[config.mk]
export PLATFORM = sky130hd
export DESIGN_NAME = wb_data_sel_seq
export DESIGN_NICKNAME = d
export VERILOG_FILES = /design/src/rtl/wb_data_sel_seq.sv
export SDC_FILE = /design/constraint.sdc
export NUM_CORES = 1
export LEC_CHECK = 0
export BUFFER_PORTS_ARGS = -buffer_cell sky130_fd_sc_hd__buf_2
export CAP_MARGIN = 20
export CORE_MARGIN = 2
export CORE_UTILIZATION = 51
export DETAILED_ROUTE_END_ITERATION = 10
export PLACE_DENSITY = 0.83
export SLEW_MARGIN = 20
export SYNTH_ARGS = -nofsm -noshare
export SYNTH_HDL_FRONTEND = slang
export SYNTH_SLANG_ARGS = --single-unit
[constraint.sdc]
create_clock -name clk -period 3.25 [get_ports clk]
set_input_delay 0.65 -clock clk [delete_from_list [all_inputs] [get_ports clk]]
set_output_delay 0.65 -clock clk [all_outputs]
set_load 0.01 [all_outputs]
[src/rtl/wb_data_sel_seq.sv]
// wb_data_sel_seq: sequential write-back data selector for the multicycle core.
// Picks ALU / load / compare flag / PC+4 / immediate, extracts and extends
// sub-word loads, waits a bounded time for memory and issues a one-cycle
// register-file write strobe.
// Optional feature macro: MISALIGN_CHK_EN (adds the misalign output and
// rejects loads whose byte offset is not a multiple of the access size).
module wb_data_sel_seq #(
    parameter int XLEN        = 64,
    parameter int SEL_W       = 3,
    parameter int MEM_TIMEOUT = 16
) (
    input  logic             clk,
    input  logic             reset_n,
    input  logic             start,
    input  logic [SEL_W-1:0] select,
    input  logic [XLEN-1:0]  alu_out,
    input  logic [XLEN-1:0]  mem_data,
    input  logic             mem_valid,
    input  logic [1:0]       load_size,
    input  logic             load_unsigned,
    input  logic [2:0]       byte_ofs,
    input  logic             lt_flag,
    input  logic [XLEN-1:0]  pc_plus4,
    input  logic [XLEN-1:0]  imm,
    output logic [XLEN-1:0]  wb_data,
    output logic             wb_valid,
    output logic             busy,
    output logic             timeout
`ifdef MISALIGN_CHK_EN
    ,
    output logic             misalign
`endif
);

    localparam int CNT_W = $clog2(MEM_TIMEOUT);
    localparam logic [CNT_W-1:0] CNT_LAST = CNT_W'(MEM_TIMEOUT - 1);
    localparam logic [SEL_W-1:0] SEL_LOAD = SEL_W'(1);

    typedef enum logic [1:0] {
        ST_IDLE     = 2'd0,
        ST_WAIT_MEM = 2'd1,
        ST_WB       = 2'd2
    } state_t;

    state_t           state_r, state_s;
    logic [CNT_W-1:0] cnt_r, cnt_s;
    logic [1:0]       size_r, size_s;
    logic             uns_r, uns_s;
    logic [2:0]       ofs_r, ofs_s;
    logic [XLEN-1:0]  wb_data_r, wb_data_s;
    logic             wb_valid_r, wb_valid_s;
    logic             busy_r, busy_s;
    logic             timeout_r, timeout_s;
`ifdef MISALIGN_CHK_EN
    logic             misalign_r, misalign_s;
`endif

    // Non-load result: compare flag is zero-extended, unused codes give zero.
    function automatic logic [XLEN-1:0] direct_result(
        input logic [SEL_W-1:0] sel,
        input logic [XLEN-1:0]  alu,
        input logic             lt,
        input logic [XLEN-1:0]  pc4,
        input logic [XLEN-1:0]  immv
    );
        logic [XLEN-1:0] res;
        case (sel)
            SEL_W'(0): res = alu;
            SEL_W'(2): res = {{(XLEN-1){1'b0}}, lt};
            SEL_W'(3): res = pc4;
            SEL_W'(4): res = immv;
            default:   res = '0;
        endcase
        return res;
    endfunction

    // Shift the addressed lane down (zeros enter from the top), truncate to
    // the access size, then sign- or zero-extend. On XLEN=32 a double access
    // degrades to a word and the top offset bit is dropped.
    function automatic logic [XLEN-1:0] extract_load(
        input logic [XLEN-1:0] data,
        input logic [1:0]      size,
        input logic            uns,
        input logic [2:0]      ofs
    );
        logic [2:0]      eff_ofs;
        logic [XLEN-1:0] lane;
        logic [XLEN-1:0] mask;
        logic            sign;
        eff_ofs = (XLEN == 32) ? {1'b0, ofs[1:0]} : ofs;
        lane    = data >> {eff_ofs, 3'b000};
        case (size)
            2'd0:    mask = ~({XLEN{1'b1}} << 7'd8);
            2'd1:    mask = ~({XLEN{1'b1}} << 7'd16);
            2'd2:    mask = ~({XLEN{1'b1}} << 7'd32);
            default: mask = (XLEN == 32) ? ~({XLEN{1'b1}} << 7'd32) : {XLEN{1'b1}};
        endcase
        // Sign bit is the top bit of the mask; for full-width accesses the
        // upper fill is empty so sign vs. zero extension makes no difference.
        sign = |(lane & mask & ~(mask >> 1));
        if (!uns && sign) begin
            return lane | ~mask;
        end else begin
            return lane & mask;
        end
    endfunction

`ifdef MISALIGN_CHK_EN
    // Offset must be a multiple of the access size (word size caps at 4 on XLEN=32).
    function automatic logic is_misaligned(
        input logic [1:0] size,
        input logic [2:0] ofs
    );
        logic res;
        case (size)
            2'd0:    res = 1'b0;
            2'd1:    res = ofs[0];
            2'd2:    res = |ofs[1:0];
            2'd3:    res = (XLEN == 32) ? |ofs[1:0] : |ofs;
            default: res = 1'b0;
        endcase
        return res;
    endfunction
`endif

    // Next-state and next-output logic for the write-back sequencer.
    always_comb begin
        state_s    = state_r;
        cnt_s      = cnt_r;
        size_s     = size_r;
        uns_s      = uns_r;
        ofs_s      = ofs_r;
        wb_data_s  = wb_data_r;
        wb_valid_s = 1'b0;
        timeout_s  = 1'b0;
`ifdef MISALIGN_CHK_EN
        misalign_s = 1'b0;
`endif
        case (state_r)
            ST_IDLE: begin
                if (start) begin
                    size_s = load_size;
                    uns_s  = load_unsigned;
                    ofs_s  = byte_ofs;
                    if (select != SEL_LOAD) begin
                        wb_data_s  = direct_result(select, alu_out, lt_flag, pc_plus4, imm);
                        wb_valid_s = 1'b1;
                        state_s    = ST_WB;
                    end
`ifdef MISALIGN_CHK_EN
                    else if (is_misaligned(load_size, byte_ofs)) begin
                        misalign_s = 1'b1;
                        state_s    = ST_IDLE;
                    end
`endif
                    else if (mem_valid) begin
                        wb_data_s  = extract_load(mem_data, load_size, load_unsigned, byte_ofs);
                        wb_valid_s = 1'b1;
                        state_s    = ST_WB;
                    end else begin
                        cnt_s   = '0;
                        state_s = ST_WAIT_MEM;
                    end
                end else begin
                    state_s = ST_IDLE;
                end
            end
            ST_WAIT_MEM: begin
                if (mem_valid) begin
                    wb_data_s  = extract_load(mem_data, size_r, uns_r, ofs_r);
                    wb_valid_s = 1'b1;
                    state_s    = ST_WB;
                end else if (cnt_r == CNT_LAST) begin
                    // Abort: clear the result and skip the register write.
                    wb_data_s = '0;
                    timeout_s = 1'b1;
                    state_s   = ST_WB;
                end else begin
                    cnt_s = cnt_r + CNT_W'(1);
                end
            end
            ST_WB: begin
                state_s = ST_IDLE;
            end
            default: begin
                state_s = ST_IDLE;
            end
        endcase
        busy_s = (state_s != ST_IDLE);
    end

    // State, latched load attributes and registered outputs.
    always_ff @(posedge clk or negedge reset_n) begin
        if (!reset_n) begin
            state_r    <= ST_IDLE;
            cnt_r      <= '0;
            size_r     <= 2'd0;
            uns_r      <= 1'b0;
            ofs_r      <= 3'd0;
            wb_data_r  <= '0;
            wb_valid_r <= 1'b0;
            busy_r     <= 1'b0;
            timeout_r  <= 1'b0;
`ifdef MISALIGN_CHK_EN
            misalign_r <= 1'b0;
`endif
        end else begin
            state_r    <= state_s;
            cnt_r      <= cnt_s;
            size_r     <= size_s;
            uns_r      <= uns_s;
            ofs_r      <= ofs_s;
            wb_data_r  <= wb_data_s;
            wb_valid_r <= wb_valid_s;
            busy_r     <= busy_s;
            timeout_r  <= timeout_s;
`ifdef MISALIGN_CHK_EN
            misalign_r <= misalign_s;
`endif
        end
    end

    assign wb_data  = wb_data_r;
    assign wb_valid = wb_valid_r;
    assign busy     = busy_r;
    assign timeout  = timeout_r;
`ifdef MISALIGN_CHK_EN
    assign misalign = misalign_r;
`endif

endmodule
After elaboration in Yosys (flattened, before gate mapping)
Cells that the tools add are included.

word-level totals
  word-level logic and storage cells = 90
  output and inout bits = 67
  input bits = 270
  register bits after elaboration = 79

cells by class
  equal/unequal tests = 17
  $add $sub $neg = 1
  mux-type cells = 36
  shifts and indexed selects = 2
  bitwise operators = 10
  reductions and logical operators = 15

operators by type and width
  kind                                                             count
  64-bit 2-to-1 mux                                                13
  64-bit case mux with 3 select lines                              2
  64-bit AND                                                       4
  64-bit case mux with 4 select lines                              1
  63-bit inverter with 64-bit output                               2
  64-bit inverter                                                  2
  64-bit bitwise OR                                                2
  64-bit case mux with 2 select lines                              1
  64-bit OR reduction                                              2
  64-bit by 6-bit right shift with 64-bit output                   2
  4-bit 2-to-1 mux                                                 5
  2-bit 2-to-1 mux                                                 5
  2-bit inequality test, second input constant                     5
  4-bit case mux with 2 select lines                               1
  2-bit by 1-bit == test with 1-bit output, second input constant  3
  3-bit by 2-bit == test with 1-bit output, second input constant  2
  2-bit logical NOT                                                3
  1-bit 2-to-1 mux                                                 6
  3-bit inequality test, second input constant                     2
  6-bit AND reduction                                              1
  4-bit by 1-bit adder with 4-bit output, second input constant    1
  2-bit == test, second input constant                             2
  4-bit == test, second input constant                             1
  2-bit case mux with 2 select lines                               1
  other kinds (9)                                                  12

Depth between registers and ports, before layout
Gate-level depths: netlist of run 1.

  word-level depth = 15
  gate-level depth with buffers = 10
  depth with buffers taken out = 7

Worst setup path before layout of run 1
OpenSTA, ideal clock, no wires.

  path type = in2reg
  from = input select[1]
  to = register wb_data_r[10] (netlist: wb_data[10])
  buffers on the path = 2
  slack = 0.729 ns
  cell stages on the path = 8
  setup time = 0.129 ns
  required time = 3.121 ns
  arrival = 2.393 ns
  cell sequence = clkbuf_1 > or4b_1 > and2_0 > clkbuf_1 > and3_1 > a21oi_2 > a21oi_1 > a2111o_1

on the way
  cells in the longest elaborated chain, start to end = 5
  elaborated cells between the ends (all ways) = 11
  classes of those cells = 5 x eq/ne; 4 x mux; 2 x reduce/logical

ends and longest elaborated chain
  item                                   line  source
  start: declaration                     15    input logic [SEL_W-1:0] select,
  3-bit == test (tied with other cells)  67    case (sel)
  64-bit case mux with 4 select lines    67
  64-bit 2-to-1 mux                      145   if (select != SEL_LOAD) begin
  64-bit 2-to-1 mux                      141   if (start) begin
  64-bit case mux with 2 select lines    139   case (state_r)
  end signal: assignment                 213   wb_data_r <= wb_data_s;
  end: declaration                       50    logic [XLEN-1:0] wb_data_r, wb_data_s;

Parallel ways exist; a longest one is shown, timed or not. The select of a mux whose other input is x is not followed.
A chain may end at the register's enable or synchronous reset.

Worst setup path after layout of run 1
  from = register ofs_r[0]
  to = register wb_data_r[9] (netlist: wb_data[9])

on the way
  cells in the longest elaborated chain, start to end = 8
  elaborated cells between the ends (all ways) = 9
  classes of those cells = 1 x shift; 3 x mux; 3 x bitwise; 2 x reduce/logical

ends and longest elaborated chain
  item                                              line      source
  start: declaration                                49        logic [2:0] ofs_r, ofs_s;
  start signal: assignment                          212       ofs_r <= ofs_s;
  64-bit by 6-bit right shift with 64-bit output *  91        lane = data >> {eff_ofs, 3'b000};
  64-bit AND                                        100, 104
  64-bit AND                                        100       sign = |(lane & mask & ~(mask >> 1));
  64-bit OR reduction                               100
  1-bit logical AND                                 101       if (!uns && sign) begin
  64-bit 2-to-1 mux *                               101
  64-bit 2-to-1 mux *                               169       if (mem_valid) begin
  64-bit case mux with 2 select lines *             139

Every way passes the cells marked *; elsewhere a longest branch is shown, timed or not.

==> flow_summary.json, run 1 <==
{
  "grt_pass1_wl_mm": 60.5,
  "post_cts_buffers": 0,
  "synth_enable_flop_cells": 0,
  "drt_iter0_markers": 1662,
  "critPathKind": "reg -> reg",
  "yosysTopAreaCell": "dfrtp_1",
  "crit_path_start": "ofs_r[0]$_DFFE_PN0P_",
  "cts_resized": 0,
  "synth-compound-area-share_pct": 32.3,
  "fin_crit_ns": 2.70,
  "yosys-mux-area-fraction_pct": 21.6,
  "ctsHoldBuffers": 0,
  "synth.most_common_cell": "nor2_1",
  "fin_crit_sh_pct": 83.1,
  "synthFlopType": "dfrtp_1",
  "wl_per_cell_um": 25.4,
  "worst_pin_slew_ns": 1.06,
  "syn_inst": 1098,
  "ir_drop_v": 0.000319,
  "avgSynthCellArea_sq_um": 8.07,
  "yosysWarnings": 0,
  "clock.fmax_mhz": 370,
  "ios": 337,
  "yosysTopAreaCellShare_pct": 22.3,
  "final_nets": 1663,
  "path_max_fanout": 47,
  "core_region_area_sq_um": 17100,
  "p_per_area_nw_per_um2": 420,
  "synth-simple-area-share_pct": 17.3,
  "clk_pin_slew_ns": 0.07,
  "fp.dieW_um": 136,
  "yosys-top-cells-count": "134 x nor2_1, 122 x nand2_1, 87 x mux2i_1, 82 x a22oi_1, 79 x dfrtp_1",
  "finalClockSkew_ns": 0.0105,
  "fp.dieArea_sq_um": 18400,
  "hold_violations": 0,
  "crit_arrival_ns": 2.95,
  "r2r_start": "ofs_r[0]$_DFFE_PN0P_",
  "dr.pass1.iters": 6,
  "dr_wl_met3_mm": 4.98,
  "cp-end-kind": "flop",
  "cts_tree": "yes",
  "rr_endpoint": "wb_data[9]$_DFFE_PN0P_",
  "clk_latency_ns": 0.37,
  "synth-xor-area-share_pct": 0.0989,
  "die_h_um": 136,
  "ff2ff_setup_slack_ns": 0.55,
  "wl_met2_mm": 18.6,
  "seq_area_frac_synth_pct": 22.3,
  "synth_area_sq_um": 8860,
  "required_ns": 3.49,
  "post-route-util_pct": 65.4,
  "cts_sinks": 79,
  "drtAntennaViolNets": 0,
  "ff2ff_path_depth": 7,
  "gp_congestion": 1.01,
  "portBuffers": 336,
  "drv_slew": 0,
  "drc": 0,
  "min_path_type": "in -> async",
  "netlist_top_cells_area": "dfrtp_1 22%, mux2i_1 9.8%, mux4_2 7.1%, a22oi_1 6.9%, nor2_1 5.7%",
  "viasPerCell": 6.82,
  "grt_max_degree": 68,
  "async_flop_share_pct": 100,
  "met1Wirelength_mm": 15.8,
  "max-cap-violations": 0,
  "n_antenna_cell": 0,
  "antenna_found_initial": 2,
  "layout-drive-gt1-share_pct": 36.4,
  "grt_usage_pct": 43.6,
  "cts_made_buffers": 9,
  "synth_cell_types": 72,
  "fp-row-count": 48,
  "synthAdderAreaFrac_pct": 0.141,
  "synth_seq_cells": 79,
  "clockBufferDepth": 2,
  "setup_tns_ns": 0,
  "highest_layer": "met5",
  "root_buffer": "clkbuf_16",
  "power.leakage_nw": 5.20,
  "worstSetupStartpointType": "flop",
  "setup_violations": 0,
  "vias": 11100,
  "hpwl_mm": 31.8,
  "overflow": 0,
  "slew_headroom_pct": 29.6,
  "htreeDepth": 3,
  "outcome": "finished, final reports clean",
  "synth_nets": 1369,
  "grt_setup_unrepaired": "false",
  "crit_path_end": "wb_data[9]$_DFFE_PN0P_",
  "synth_top_family_by_area": "compound AO/OA/AOI/OAI gates",
  "syn_to_final_growth_pct": 26.3,
  "grt_pass1_vias": 10100,
  "start_util_pct": 51.8,
  "routed_wl_mm": 41.2
}
## worst min-delay path by stage
stage	start	to	slack (ns)	cells after the start
CTS	reset_n	cnt_r[0]$_DFFE_PN0P_	0.45	1
global route	reset_n	cnt_r[1]$_DFFE_PN0P_	0.48	1
global placement	wb_data[1]$_DFFE_PN0P_	wb_data[1]$_DFFE_PN0P_	0.46	2
floorplan	reset_n	busy$_DFF_PN0_	0.35	0
finish	reset_n	cnt_r[0]$_DFFE_PN0P_	0.40	1
detailed placement	wb_data[3]$_DFFE_PN0P_	wb_data[3]$_DFFE_PN0P_	0.47	2
## power breakdown
part	leakage [nW]	switching, mW	internal, mW	total, mW
Clock	0.154	0.494	0.628	1.12
Sequential	1.00	0.173	1.16	1.33
Combinational	4.04	1.32	0.922	2.25
## logic make-up (layout without fill, tap and decap cells)
| group | count (synthesis) | in the layout |
|---|---|---|
| and+or+nand+nor | 347 | 347 |
| AOI/OAI and AO/OA | 393 | 393 |
| xor gates and xnor gates | 1 | 1 |
| muxes | 152 | 152 |
| adders and majority gates | 1 | 1 |
| DFF | 79 | 79 |
| buffers and inverters | 125 | 424 |
## stage by stage
stage / power (mW) / setup WS (ns) / hold slack [ns] / cells / cell area, sq um
floorplan: 2.60 / 0.729 / 0.354 / 1098 / 8860
global placement: 3.49 / 0.287 / 0.460 / 1606 / 10900
detailed placement: 3.52 / 0.267 / 0.472 / 1606 / 10900
CTS: 4.64 / 0.621 / 0.446 / 1622 / 11200
global route: 4.89 / 0.417 / 0.479 / 1622 / 11200
finish: 4.70 / 0.548 / 0.401 / 1622 / 11200
## cell type report
type | instances | area (sq um)
Multi-Input combinational cell | 894 | 6360
Fill cell | 1518 | 5930
Timing Repair Buffer | 399 | 2220
Sequential cell | 79 | 1980
Tap cell | 225 | 282
Clock buffer | 10 | 239
Clock inverter | 6 | 73.8
Inverter | 9 | 33.8
## sequential cells by signal (all words and copies together) (netlist names)
name	flops
cnt_r	4
wb_valid	1
timeout	1
uns_r	1
size_r	2
busy	1
wb_data	64
ofs_r	3
state_r	2
## cells in the final DEF (no fill, tap or decap), drive strengths merged, types with 3 or more instances in the layout
| cell | n |
|---|---|
| nor3b | 4 |
| o22ai | 3 |
| o221ai | 40 |
| a2111o | 4 |
| a21oi | 69 |
| nor3 | 20 |
| inv | 11 |
| and2 | 6 |
| o211ai | 19 |
| a22o | 3 |
| a31oi | 20 |
| and3 | 5 |
| mux2i | 87 |
| or2 | 6 |
| mux4 | 28 |
| a211oi | 15 |
| nor2b | 19 |
| a221o | 32 |
| a2111oi | 10 |
| nand2b | 8 |
| nor2 | 134 |
| a22oi | 82 |
| a221oi | 3 |
| buf | 399 |
| clkbuf | 10 |
| o22a | 3 |
| mux2 | 37 |
| a211o | 3 |
| nand2 | 122 |
| nand3 | 9 |
| o2bb2ai | 4 |
| clkinv | 3 |
| a311o | 3 |
| dfrtp | 79 |
| o32ai | 3 |
| o21ai | 65 |
## per-layer routing
layer	up-vias	global-route usage [%]
met4	4	17.2
met2	815	68.1
met3	131	12.9
met1	5300	56.6
li1	4808	-
met5	-	0
## critical path: stages, from the launching register on
cell	delay, ns
dfrtp_2	0.57
buf_4	0.62
mux2i_1	0.31
nor2_1	0.08
a21oi_1	0.41
or2_2	0.19
a31oi_1	0.07
a2111o_1	0.30
(Power assumes the default switching activity.)
==> run 2, diff against run 1 <==
--- a/config.mk
+++ b/config.mk
@@ -8,9 +8,9 @@
 export BUFFER_PORTS_ARGS = -buffer_cell sky130_fd_sc_hd__buf_2
 export CAP_MARGIN = 20
 export CORE_MARGIN = 2
-export CORE_UTILIZATION = 51
+export CORE_UTILIZATION = 46
 export DETAILED_ROUTE_END_ITERATION = 10
-export PLACE_DENSITY = 0.83
+export PLACE_DENSITY = 0.79
 export SLEW_MARGIN = 20
 export SYNTH_ARGS = -nofsm -noshare
 export SYNTH_HDL_FRONTEND = slang
==> constraint.sdc (replaced) <==
create_clock -name clk -period 2.4 [get_ports clk]
set_input_delay 0.48 -clock clk [delete_from_list [all_inputs] [get_ports clk]]
set_output_delay 0.48 -clock clk [all_outputs]
set_load 0.01 [all_outputs]
==> flow_summary.json, run 2 (synthesis results as in run 1) <==
{
  "outcome": "finished, final reports clean",
  "final_nets": 1760,
  "pwr-share-clk_pct": 22.2,
  "routed_wl_mm": 42.9,
  "fp.dieArea_sq_um": 20400,
  "highest_layer": "met4",
  "hold_ws_ns": 0.0867,
  "ff2ff_path_depth": 7,
  "fp-row-count": 50,
  "viasPerCell": 6.44,
  "cp-end-kind": "flop",
  "die_h_um": 143,
  "cts_sinks": 79,
  "cts_resized": 4,
  "max_stage_delay_ns": 0.45,
  "n_antenna_cell": 0,
  "ff2ff_setup_slack_ns": 0.07,
  "fin_cells": 1754,
  "gp_congestion": 1.04,
  "htreeDepth": 3,
  "overflow": 0,
  "dr_wl_met3_mm": 5.04,
  "power_switching_mw": 2.78,
  "clk_pin_slew_ns": 0.07,
  "portBuffers": 336,
  "p_seq_share_pct": 26.6,
  "dp.cells": 1738,
  "root_buffer": "clkbuf_16",
  "crit_arrival_ns": 2.56,
  "ios": 337,
  "start_util_pct": 47.0,
  "power.total_mw": 6.64,
  "grt_pass1_vias": 10600,
  "drv_slew": 0,
  "hold_violations": 0,
  "slew_headroom_pct": 43.0,
  "switching_share_pct": 41.9,
  "wl_met2_mm": 19.0,
  "design_area_sq_um": 12200,
  "post_cts_buffers": 0,
  "clk_latency_ns": 0.36,
  "drc": 0,
  "core_region_area_sq_um": 18800,
  "power.leakage_nw": 5.73,
  "required_ns": 2.64,
  "cp_cell_sequence": "buf_4, buf_12, mux2_2, a211oi_1, a21o_1, a21oi_1, a2111o_1",
  "setup_violations": 0,
  "intPower_mw": 3.86,
  "grt_max_degree": 46,
  "syn_to_final_growth_pct": 37.4,
  "fp.dieW_um": 143,
  "min_path_type": "in -> async",
  "setup_tns_ns": 0,
  "critPathKind": "reg -> reg",
  "fin_crit_ns": 2.33,
  "grt_usage_pct": 41.3,
  "dr.pass1.iters": 8,
  "cts_made_buffers": 9,
  "path_max_fanout": 29,
  "dpl_cell_area_sq_um": 11800,
  "largest_reg_flops": 64,
  "clockBufferDepth": 2,
  "drtAntennaViolNets": 0,
  "antenna_found_initial": 0,
  "max-cap-violations": 0,
  "cts_tree": "yes",
  "combPwrFrac_pct": 51.2,
  "grt_pass1_wl_mm": 63.4,
  "clock.fmax_mhz": 430,
  "drt_iter0_markers": 1354,
  "hpwl_mm": 33.6,
  "p_per_area_nw_per_um2": 546,
  "final_cell_mix": "335 x buf_2, 142 x buf_4, 132 x nor2_1, 122 x nand2_1, 86 x mux2i_1",
  "worst_pin_slew_ns": 0.849,
  "layout-drive-gt1-share_pct": 41.0,
  "crit_path_top_delay_cell": "dfrtp_2",
  "rr_endpoint": "wb_data[10]$_DFFE_PN0P_",
  "ir_drop_v": 0.000412,
  "fin_crit_sh_pct": 96.9,
  "wl_per_cell_um": 24.5,
  "r2r_start": "ofs_r[0]$_DFFE_PN0P_",
  "worstSetupStartpointType": "flop",
  "final_common_cell": "buf_2",
  "ctsHoldBuffers": 0,
  "vias": 11300,
  "met1Wirelength_mm": 16.8,
  "finalClockSkew_ns": 0.00839
}
-- run 2: cell count changes in the layout (fill, tap and decap cells not counted), moves of 2 or more --
cell        delta
buf_6          +2
buf_12        +12
clkinvlp_4     +3
inv_6          -3
buf_4         +83
-- run 2: metrics by stage --
step,utilization [%],setup slack [ns]
after floorplan,-,0.0485
after global placement,62.7,-0.206
after detailed placement,62.7,-0.251
after CTS,64.4,0.0137
after global routing,64.6,-0.0176
final,64.6,0.0743
-- run 2: worst max-delay path by stage --
stage                         startpoint                       to  slack [ns]  cells past startpoint
floorplan                      select[1]  wb_data[10]$_DFFE_PN0P_        0.05                      8
global placement             byte_ofs[0]  wb_data[28]$_DFFE_PN0P_       -0.21                     10
detailed placement           byte_ofs[1]   wb_data[0]$_DFFE_PN0P_       -0.25                      9
CTS                 ofs_r[0]$_DFFE_PN0P_  wb_data[24]$_DFFE_PN0P_        0.01                      8
global route        ofs_r[1]$_DFFE_PN0P_  wb_data[57]$_DFFE_PN0P_       -0.02                      9
finish              ofs_r[0]$_DFFE_PN0P_  wb_data[10]$_DFFE_PN0P_        0.07                      7
-- run 2: power by group through the flow --
| stage | Clock, mW | Combinational [mW] | Sequential (mW) |
|---|---|---|---|
| CTS | 1.48 | 3.29 | 1.75 |
| global placement | 0 | 3.22 | 1.77 |
| detailed placement | 0 | 3.27 | 1.77 |
| global route | 1.53 | 3.61 | 1.79 |
| finish | 1.47 | 3.40 | 1.76 |
| floorplan | 0 | 1.70 | 1.82 |
-- run 2: layout make-up --
type                    count  area (sq um)
repair buffers            496          3110
inverters                   9          33.8
flip-flops and latches     79          1980
clock buffers               9           225
fillers                  1694          6660
multi-input cells         894          6420
clock inverters             7          81.3
well taps                 260           325
-- run 2: critical path: cells and delay by family (launching register included) --
| kind | cells | cell delay (ns) |
|---|---|---|
| flops | 1 | 0.45 |
| compound gates | 4 | 0.88 |
| mux | 1 | 0.38 |
| buf+inv | 2 | 0.50 |
-- run 2: metal layers --
layer,track usage [%],vias to the layer above
li1,-,5003
met1,55.7,5364
met2,62.9,784
met3,10.2,146
met4,17.7,0
met5,0,-
==> run 3, diff against run 2 <==
--- a/config.mk
+++ b/config.mk
@@ -5,7 +5,7 @@
 export SDC_FILE = /design/constraint.sdc
 export NUM_CORES = 1
 export LEC_CHECK = 0
-export BUFFER_PORTS_ARGS = -buffer_cell sky130_fd_sc_hd__buf_2
+export BUFFER_PORTS_ARGS = -buffer_cell sky130_fd_sc_hd__buf_4
 export CAP_MARGIN = 20
 export CORE_MARGIN = 2
 export CORE_UTILIZATION = 46
==> flow_summary.json, run 3 (synthesis results as in run 1) <==
{
  "outcome": "finished, final reports clean",
  "die_h_um": 143,
  "ir_drop_v": 0.000383,
  "clock.fmax_mhz": 424,
  "fp.dieArea_sq_um": 20400,
  "syn_to_final_growth_pct": 48.1,
  "min_path_type": "in -> reg",
  "max-cap-violations": 0,
  "ios": 337,
  "overflow": 0,
  "ff2ff_path_depth": 6,
  "drc": 0,
  "path_max_fanout": 10,
  "power.total_mw": 6.98,
  "power_switching_mw": 2.85,
  "grt_pass1_vias": 11100,
  "drv_slew": 0,
  "cts_sinks": 79,
  "pwr-share-clk_pct": 21.8,
  "htreeDepth": 3,
  "hold_ws_ns": 0.442,
  "clk_pin_slew_ns": 0.07,
  "switching_share_pct": 40.9,
  "final_nets": 1776,
  "p_seq_share_pct": 25.6,
  "crit_path_end": "wb_data[30]$_DFFE_PN0P_",
  "core_region_area_sq_um": 18800,
  "vias": 11500,
  "routed_wl_mm": 44.7,
  "rr_endpoint": "wb_data[30]$_DFFE_PN0P_",
  "power.leakage_nw": 6.07,
  "cp-end-kind": "flop",
  "portBuffers": 336,
  "setup_violations": 0,
  "layout-drive-gt1-share_pct": 41.2,
  "largest_reg_flops": 64,
  "drt_iter0_markers": 1377,
  "p_per_area_nw_per_um2": 532,
  "grt_pass1_wl_mm": 66.1,
  "worst_pin_slew_ns": 0.901,
  "fin_crit_sh_pct": 98.2,
  "root_buffer": "clkbuf_16",
  "antenna_found_initial": 0,
  "clk_latency_ns": 0.35,
  "slew_headroom_pct": 39.4,
  "clockBufferDepth": 2,
  "fp-row-count": 50,
  "wl_per_cell_um": 25.2,
  "grt_setup_unrepaired": "true",
  "drtAntennaViolNets": 0,
  "worstSetupStartpointType": "flop",
  "combPwrFrac_pct": 52.6,
  "start_util_pct": 47.0,
  "grt_max_degree": 50,
  "crit_arrival_ns": 2.59,
  "hpwl_mm": 35.3,
  "critPathKind": "reg -> reg",
  "viasPerCell": 6.50,
  "n_antenna_cell": 0,
  "final_cell_mix": "490 x buf_4, 133 x nor2_1, 122 x nand2_1, 87 x mux2i_1, 82 x a22oi_1",
  "intPower_mw": 4.13,
  "hold_violations": 0,
  "cts_made_buffers": 9,
  "r2r_start": "ofs_r[0]$_DFFE_PN0P_",
  "fp.dieW_um": 143,
  "cts_tree": "yes",
  "finalClockSkew_ns": 0.0105,
  "ff2ff_setup_slack_ns": 0.04,
  "grt_usage_pct": 42.8,
  "crit_path_start": "ofs_r[0]$_DFFE_PN0P_",
  "dr.pass1.iters": 8,
  "required_ns": 2.64,
  "final_common_cell": "buf_4",
  "gp_congestion": 1.06,
  "fin_crit_ns": 2.36
}
[run 3: final cells by class]
cell class,instances,area (sq um)
multi-input cells,894,6370
clock inverters,7,87.6
flip-flops and latches,79,1980
well taps,260,325
clock buffers,9,225
fillers,1626,5710
inverters,9,33.8
repair buffers,512,4100
[run 3: worst min path at each step]
stage	startpoint	depth (start not counted)	slack (ns)	endpoint
global route	load_unsigned	2	0.44	uns_r$_DFFE_PN0P_
global placement	reset_n	1	0.28	wb_valid$_DFF_PN0_
finish	load_unsigned	2	0.44	uns_r$_DFFE_PN0P_
CTS	load_unsigned	2	0.43	uns_r$_DFFE_PN0P_
detailed placement	reset_n	1	0.28	timeout$_DFF_PN0_
floorplan	reset_n	0	0.18	busy$_DFF_PN0_
[run 3: through the flow]
step | instances | setup TNS, ns | worst slack [ns] | util [%] | instance area [sq um]
after global placement | 1751 | -4.11 | -0.217 | 67.8 | 12800
after floorplan | 1098 | 0 | 0.0485 | - | 8860
final | 1770 | 0 | 0.0432 | 69.7 | 13100
after detailed placement | 1751 | -5.31 | -0.242 | 67.8 | 12800
after global routing | 1770 | -0.103 | -0.0281 | 69.7 | 13100
after CTS | 1768 | 0 | 0.0147 | 69.5 | 13100
[run 3: power by group through the flow]
stage                     Clock, mW  Sequential [mW]  Combinational [mW]
after floorplan                   0             1.82                1.70
after global placement            0             1.80                3.51
after detailed placement          0             1.80                3.56
after CTS                      1.53             1.78                3.57
after global routing           1.57             1.81                3.86
final                          1.52             1.79                3.67
[run 3: timing repair]
action,in CTS,in global routing
setup endpoints to repair,1,50
gates resized for setup,1,2
pin swaps,0,1
endpoints found under the hold margin,2,0
buffers inserted,0,2
cloned,0,0
hold buffers,1,0
[run 3: critical path: stages (launching register included)]
cell and delay [ns]:
dfrtp_2 0.50, mux4_2 0.56, or2_2 0.30, a221oi_2 0.25
buf_4 0.26, a31oi_1 0.08, a311o_1 0.30
[run 3: metal layers]
| metal | routed length (um) | global-route usage [%] | vias to the layer above |
|---|---|---|---|
| li1 | - | - | 5042 |
| met1 | 17300 | 57.1 | 5481 |
| met2 | 19900 | 66.1 | 862 |
| met3 | 5240 | 9.52 | 124 |
| met4 | 2300 | 20.1 | 0 |
| met5 | 0 | 0 | - |
